### config.mk
export PLATFORM = sky130hd
export DESIGN_NAME = i2c_id_rom_target
export DESIGN_NICKNAME = d
export VERILOG_FILES = /design/src/rtl/i2c_id_rom_target.sv
export SDC_FILE = /design/constraint.sdc
export NUM_CORES = 1
export LEC_CHECK = 0
export CORE_UTILIZATION = 51
export CTS_BUF_LIST = sky130_fd_sc_hd__clkbuf_4 sky130_fd_sc_hd__clkbuf_8 sky130_fd_sc_hd__clkbuf_16
export DETAILED_ROUTE_END_ITERATION = 12
export DONT_BUFFER_PORTS = 1
export GPL_TIMING_DRIVEN = 0
export PLACE_DENSITY_LB_ADDON = 0.1
export SLEW_MARGIN = 20
export SYNTH_ARGS = -nofsm -noshare
export SYNTH_HDL_FRONTEND = slang
export SYNTH_SLANG_ARGS = --single-unit
### constraint.sdc
create_clock -name clk_50_max10 -period 4.5 [get_ports clk_50_max10]
set_input_delay 0.675 -clock clk_50_max10 [delete_from_list [all_inputs] [get_ports clk_50_max10]]
set_output_delay 0.675 -clock clk_50_max10 [all_outputs]
set_load 0.01 [all_outputs]
### src/rtl/i2c_id_rom_target.sv
`default_nettype none
// +--------------------------------------------------------------------------+
// | i2c_id_rom_target : I2C target emulating a 24C02-style ident EEPROM.     |
// | Optional clock stretching after each ACK: define I2C_TGT_STRETCH_EN.    |
// | Revision: 1.0                                                            |
// +--------------------------------------------------------------------------+
module i2c_id_rom_target #(
   parameter logic [6:0] DEV_ADDR    = 7'h50,
   parameter int         DEPTH_LOG2  = 4,
   parameter int         FILTER_LEN  = 3,
   parameter int         STRETCH_CYC = 8
) (
   input  logic                  clk_50_max10,
   input  logic                  fpga_resetn,
   input  logic                  scl_in,
   input  logic                  sda_in,
   output logic                  sda_oe,
   output logic                  scl_oe,
   input  logic                  cfg_we,
   input  logic [DEPTH_LOG2-1:0] cfg_addr,
   input  logic [7:0]            cfg_wdata,
   output logic                  wr_strobe,
   output logic [DEPTH_LOG2-1:0] wr_addr,
   output logic [7:0]            wr_data,
   output logic                  cfg_collision,
   output logic                  busy
);

   localparam int DEPTH = 1 << DEPTH_LOG2;
   localparam int FCW   = $clog2(FILTER_LEN + 1);

   typedef enum logic [3:0] {
      IDLE     = 4'd0,
      ADDR     = 4'd1,
      ADDR_ACK = 4'd2,
      PTR      = 4'd3,
      PTR_ACK  = 4'd4,
      WDATA    = 4'd5,
      WACK     = 4'd6,
      RDATA    = 4'd7,
      RACK     = 4'd8,
      IGNORE   = 4'd9
   } state_t;

   // Bit 1 carries SCL, bit 0 carries SDA through the whole input path.
   logic [1:0]          sync1_q, sync2_q, filt_q, fprev_q;
   logic [1:0][FCW-1:0] fcnt_q;

   always_ff @(posedge clk_50_max10 or negedge fpga_resetn) begin
      if (!fpga_resetn) begin
         sync1_q <= 2'b11;
         sync2_q <= 2'b11;
         filt_q  <= 2'b11;
         fprev_q <= 2'b11;
         fcnt_q  <= '0;
      end else begin
         sync1_q <= {scl_in, sda_in};
         sync2_q <= sync1_q;
         fprev_q <= filt_q;
         for (int i = 0; i < 2; i++) begin
            if (sync2_q[i] == filt_q[i]) begin
               fcnt_q[i] <= '0;
            end else if (fcnt_q[i] == FCW'(FILTER_LEN - 1)) begin
               filt_q[i] <= sync2_q[i];
               fcnt_q[i] <= '0;
            end else begin
               fcnt_q[i] <= fcnt_q[i] + FCW'(1);
            end
         end
      end
   end

   logic scl_rise, scl_fall, scl_high, bus_start, bus_stop, sda_f;
   assign sda_f     = filt_q[0];
   assign scl_rise  = filt_q[1] & ~fprev_q[1];
   assign scl_fall  = ~filt_q[1] & fprev_q[1];
   assign scl_high  = filt_q[1] & fprev_q[1];
   assign bus_start = scl_high & fprev_q[0] & ~filt_q[0];
   assign bus_stop  = scl_high & ~fprev_q[0] & filt_q[0];

   state_t                state_q, state_d;
   logic [3:0]            bcnt_q, bcnt_d;
   logic [7:0]            shreg_q, shreg_d;
   logic [DEPTH_LOG2-1:0] ptr_q, ptr_d, ptr_nxt;
   logic                  sda_oe_q, sda_oe_d;
   logic                  busy_q, busy_d;
   logic                  i2c_we;
   logic [7:0]            mem_q [DEPTH];
   logic                  wr_strobe_q, coll_q;
   logic [DEPTH_LOG2-1:0] wr_addr_q;
   logic [7:0]            wr_data_q;

   assign ptr_nxt = ptr_q + DEPTH_LOG2'(1);

   always_ff @(posedge clk_50_max10 or negedge fpga_resetn) begin
      if (!fpga_resetn) begin
         state_q  <= IDLE;
         bcnt_q   <= '0;
         shreg_q  <= '0;
         ptr_q    <= '0;
         sda_oe_q <= 1'b0;
         busy_q   <= 1'b0;
      end else begin
         state_q  <= state_d;
         bcnt_q   <= bcnt_d;
         shreg_q  <= shreg_d;
         ptr_q    <= ptr_d;
         sda_oe_q <= sda_oe_d;
         busy_q   <= busy_d;
      end
   end

   // Bits are shifted on SCL rise; completed bytes are acted on at the
   // following SCL fall so that SDA only ever moves while SCL is low.
   always_comb begin
      state_d  = state_q;
      bcnt_d   = bcnt_q;
      shreg_d  = shreg_q;
      ptr_d    = ptr_q;
      sda_oe_d = sda_oe_q;
      busy_d   = busy_q;
      i2c_we   = 1'b0;
      if (bus_stop) begin
         state_d  = IDLE;
         bcnt_d   = '0;
         sda_oe_d = 1'b0;
         busy_d   = 1'b0;
      end else if (bus_start) begin
         state_d  = ADDR;
         bcnt_d   = '0;
         sda_oe_d = 1'b0;
      end else if (scl_rise) begin
         case (state_q)
            ADDR, PTR, WDATA: begin
               shreg_d = {shreg_q[6:0], sda_f};
               bcnt_d  = bcnt_q + 4'd1;
            end
            RDATA:   bcnt_d  = bcnt_q + 4'd1;
            RACK:    shreg_d = {shreg_q[6:0], sda_f};
            default: ;
         endcase
      end else if (scl_fall) begin
         case (state_q)
            ADDR: if (bcnt_q == 4'd8) begin
               bcnt_d = '0;
               if (shreg_q[7:1] == DEV_ADDR) begin
                  state_d  = ADDR_ACK;
                  sda_oe_d = 1'b1;
                  busy_d   = 1'b1;
               end else begin
                  state_d = IGNORE;
                  busy_d  = 1'b0;
               end
            end
            ADDR_ACK: begin
               bcnt_d = '0;
               if (shreg_q[0]) begin
                  state_d  = RDATA;
                  shreg_d  = mem_q[ptr_q];
                  sda_oe_d = ~mem_q[ptr_q][7];
               end else begin
                  state_d  = PTR;
                  sda_oe_d = 1'b0;
               end
            end
            PTR: if (bcnt_q == 4'd8) begin
               state_d  = PTR_ACK;
               ptr_d    = shreg_q[DEPTH_LOG2-1:0];
               bcnt_d   = '0;
               sda_oe_d = 1'b1;
            end
            WDATA: if (bcnt_q == 4'd8) begin
               state_d  = WACK;
               i2c_we   = 1'b1;
               ptr_d    = ptr_nxt;
               bcnt_d   = '0;
               sda_oe_d = 1'b1;
            end
            PTR_ACK, WACK: begin
               state_d  = WDATA;
               sda_oe_d = 1'b0;
            end
            RDATA: begin
               if (bcnt_q == 4'd8) begin
                  state_d  = RACK;
                  bcnt_d   = '0;
                  sda_oe_d = 1'b0;
               end else begin
                  shreg_d  = {shreg_q[6:0], 1'b0};
                  sda_oe_d = ~shreg_q[6];
               end
            end
            RACK: begin
               if (!shreg_q[0]) begin
                  state_d  = RDATA;
                  ptr_d    = ptr_nxt;
                  shreg_d  = mem_q[ptr_nxt];
                  sda_oe_d = ~mem_q[ptr_nxt][7];
               end else begin
                  state_d  = IGNORE;
                  sda_oe_d = 1'b0;
                  busy_d   = 1'b0;
               end
            end
            default: ;
         endcase
      end
   end

   // A same-address cfg write loses to the bus write and is reported.
   always_ff @(posedge clk_50_max10 or negedge fpga_resetn) begin
      if (!fpga_resetn) begin
         for (int i = 0; i < DEPTH; i++) mem_q[i] <= '0;
         wr_strobe_q <= 1'b0;
         coll_q      <= 1'b0;
         wr_addr_q   <= '0;
         wr_data_q   <= '0;
      end else begin
         if (cfg_we && !(i2c_we && (cfg_addr == ptr_q))) mem_q[cfg_addr] <= cfg_wdata;
         if (i2c_we) begin
            mem_q[ptr_q] <= shreg_q;
            wr_addr_q    <= ptr_q;
            wr_data_q    <= shreg_q;
         end
         wr_strobe_q <= i2c_we;
         coll_q      <= cfg_we && i2c_we && (cfg_addr == ptr_q);
      end
   end

`ifdef I2C_TGT_STRETCH_EN
   localparam int SCW = $clog2(STRETCH_CYC + 1);
   logic [SCW-1:0] stretch_q;
   logic           ack_fall;
   assign ack_fall = scl_fall && ((state_q == ADDR_ACK) || (state_q == PTR_ACK) ||
                                  (state_q == WACK) || (state_q == RACK));

   always_ff @(posedge clk_50_max10 or negedge fpga_resetn) begin
      if (!fpga_resetn)               stretch_q <= '0;
      else if (bus_start || bus_stop) stretch_q <= '0;
      else if (ack_fall)              stretch_q <= SCW'(STRETCH_CYC);
      else if (stretch_q != '0)       stretch_q <= stretch_q - SCW'(1);
   end
   assign scl_oe = (stretch_q != '0);
`else
   // Constant low; the comparison only keeps the stretch length referenced.
   assign scl_oe = (STRETCH_CYC < 0);
`endif

   assign sda_oe        = sda_oe_q;
   assign busy          = busy_q;
   assign wr_strobe     = wr_strobe_q;
   assign wr_addr       = wr_addr_q;
   assign wr_data       = wr_data_q;
   assign cfg_collision = coll_q;

endmodule
`default_nettype wire

==> key figures <==
Detailed routing
  • Routed wire length: between 30000 and 40000 um
  • Routed WL per cell: approximately 25 um
  • DRT iter0 DRCs: around 870
  • M1 wire length: approximately 14000 um
  • Antenna-violating nets left: 0
  • Highest routed layer: met4
  • Met3 wire len: 2400 um
  • DR pass1 iterations: 5
  • Routed vias: between 8000 and 9000
  • # DRC: 0
  • Met2 WL: 16100 um
  • Vias/cell: 6.46

Global routing
  • Largest net degree at the start of global routing: about 180
  • GR Overflow Total: 0
  • First-pass GRT wire length: roughly 52000 um
  • Antenna violations before repair: 0
  • GR Util All Layers: 0.322
  • Vias in the first global route: between 8000 and 9000

Worst setup path
  • CP Capture Type: register
  • RR Startpoint: ptr_q[1]
  • Startpoint Class: register
  • Worst reg2reg path endpoint: shreg_q[4]
  • Crit Path Max Fanout: 19
  • Critical path type: register to register
  • Reg2reg setup slack: about 0.34 ns
  • Worst setup startpoint: ptr_q[1]
  • Worst setup path end: shreg_q[4]
  • R2R depth: 12
  • WP data required: around 4.8 ns
  • CP Data Arrival Time: ~4.5 ns

Place
  • PortBufs: 0
  • Place WS: -0.173 ns
  • Placed inst area: roughly 11000 sq um
  • GPL Wtd Cong: 0.946
  • Post-DP HPWL: ~24000 um

Synth
  • Flip-flop and latch count after synthesis: roughly 180
  • Simple-gate share of the synthesized area: 0.119
  • Post-synth EDFFs: 0
  • Mux cell area share after synthesis: 0.297
  • Main synth FF type: dfrtp_1
  • Seq/Total Area, Yosys: 0.399
  • Compound-gate portion of the synthesized area: 0.117
  • Area of the mapped netlist: around 11000 sq um
  • Synth Warn #: 0
  • Syn Nets: ~1100
  • Syn_area_per_cell: approximately 11 sq um
  • Post-Synth Adder-Cell Area: 0.0102
  • Syn Inst Count: roughly 1000
  • FFs w/ async S/R, synth: 1.00
  • Largest family of logic cells by synthesized area: multiplexers
  • XOR/XNOR Fraction of Synth Area: 0.00928
  • Yosys cell types: 69

Die
  • Initial core utilization: 0.523
  • DIE AREA: ~22000 sq um
  • FP Rows: 53
  • IO Pins: 34
  • Die width: between 100 and 150 um
  • Die height: roughly 150 um
  • Core ar.: approximately 21000 sq um

Clock network
  • H-tree depth: 4
  • CTS root buffer: clkbuf_16
  • CTS tree: built
  • Post-CTS Setup Inserts: 0
  • Clk slew on worst S/H paths: ~0.080 ns
  • CTS Buffer Depth: 2
  • Clock Sinks: 176
  • Clock latency on the worst-skew pair: between 0.4 and 0.5 ns
  • CTS Buf Count: 17

STA
  • Max Fclk: between 200 and 250 MHz
  • Worst Tran Pin Value: approximately 0.9 ns
  • Fin crit share: 0.924
  • RSZ-0062 raised after global routing: false
  • Max-slew violations: 0
  • Final setup violation count: 0
  • Setup TNS: 0 ns
  • Post-route minimum period: 4.16 ns
  • Fin worst setup slack: roughly 0.34 ns
  • Clock Skews: between 0.01 and 0.015 ns
  • Worst hold slack: -0.0781 ns
  • Relative slew slack: 0.398
  • Fin. Hold Viols: between 150 and 200

Outcome
  • Status: finished, violations left
  • Failing checks: negative hold slack

Power
  • P per Cell Area: 429 nW/um^2
  • Max IR drop VDD: roughly 0.23 mV
  • Leakage: about 4.3 nW

Cells and area
  • Diode count: 0
  • Share of layout cells above drive strength 1: 0.177
  • Fin area: approximately 12000 sq um
  • Fin util: 0.567
  • Nets: around 1100
  • Most common cell after layout, fill and taps aside: nand2_1
  • Most frequent cells in the layout: 170 x nand2_1, 168 x dfrtp_1, 156 x mux2i_1, 138 x o21ai_0, 52 x mux4_2
  • Area growth syn-to-layout: 8.49%

Min path
  • Hold Crit Class: primary input to asynchronous set/reset pin

Run
  • MaxCap Viol Count: 0
cell type report:
cell class,instances,area [sq um]
Buffer,95,483
Fill cell,1840,9160
Clock buffer,19,453
Inverter,12,45.0
Multi-Input combinational cell,759,6110
Sequential cell,176,4410
Clock inverter,13,141
Tap cell,275,344
per-layer routing:
layer  vias to the layer above  global-route usage
met3                        66              0.0639
met4                         0               0.120
met5                         -                   0
met2                       372               0.510
met1                      4430               0.437
li1                       3847                   -
per-stage QoR:
step	hold slack [ns]	power, mW	std cells
global placement	0.346	3.58	1318
global route	-0.0993	5.39	1349
CTS	-0.0828	5.15	1350
detailed placement	0.348	3.61	1318
floorplan	0.345	3.14	1043
finish	-0.0781	5.15	1349
synth_stat cells (9+ instances only):
library cell  instances  area, sq um
nor2b_1              15         93.8
clkbuf_1             38          143
inv_1                11         41.3
mux2_2               22          248
nor2_1               23         86.3
mux2i_1             156         1560
mux4_2               52         1170
o21ai_0             138          691
nand2_1             170          638
o21ai_1              19         95.1
buf_2                42          210
mux4_1               11          289
buf_4                10         75.1
nand3_1              10         50.1
and4_1               12          105
dfrtp_1             168         4200
ha_1                  9          113
a21oi_1              15         75.1
critical path, cell delays in order (launching register included):
cell	delay, ns
dfrtp_1	0.47
buf_2	0.40
buf_4	0.42
inv_1	0.12
ha_1	0.29
buf_2	0.35
buf_4	0.34
mux4_2	0.57
mux2i_1	0.19
mux2i_1	0.11
a32oi_1	0.37
o21ai_0	0.13
mux2_2	0.27
flip-flops by register name, summed over array words and instances (netlist names):
name	cells
wr_addr	4
wr_data	8
sync1_q	2
shreg_q	8
sda_oe	1
ptr_q	4
state_q	4
busy	1
fcnt_q	4
sync2_q	2
wr_strobe	1
bcnt_q	4
filt_q	2
mem_q	128
cfg_collision	1
fprev_q	2
cells by family after synthesis:
group | after synthesis
AO/OA/AOI/OAI | 222
multiplexers | 242
XOR/XNOR | 10
AND/OR/NAND/NOR | 275
other | 1
adder cells (fa/ha/maj) | 9
flip-flops | 176
buffers and inverters | 108
repair_timing:
item	in CTS	in global routing
setup endpoints to repair	5	6
resized for setup	2	0
hold endpoints to repair	168	168
worst min-delay path by stage:
| stage | startpoint | end | slack, ns | depth (start not counted) |
|---|---|---|---|---|
| after CTS | fpga_resetn | mem_q[36] | -0.08 | 0 |
| after detailed placement | sync1_q[0] | sync2_q[0] | 0.35 | 0 |
| after floorplan | sync1_q[0] | sync2_q[0] | 0.35 | 0 |
| after global placement | sync1_q[1] | sync2_q[1] | 0.35 | 0 |
| final | fpga_resetn | mem_q[59] | -0.08 | 0 |
| after global routing | fpga_resetn | mem_q[44] | -0.1 | 0 |
power by group:
part	internal [mW]	total (mW)	switching [mW]
combinational	0.589	1.37	0.781
clock	0.816	1.54	0.726
sequential	1.94	2.24	0.300
total	3.34	5.15	1.81
Power figures use the tool's default switching activity.
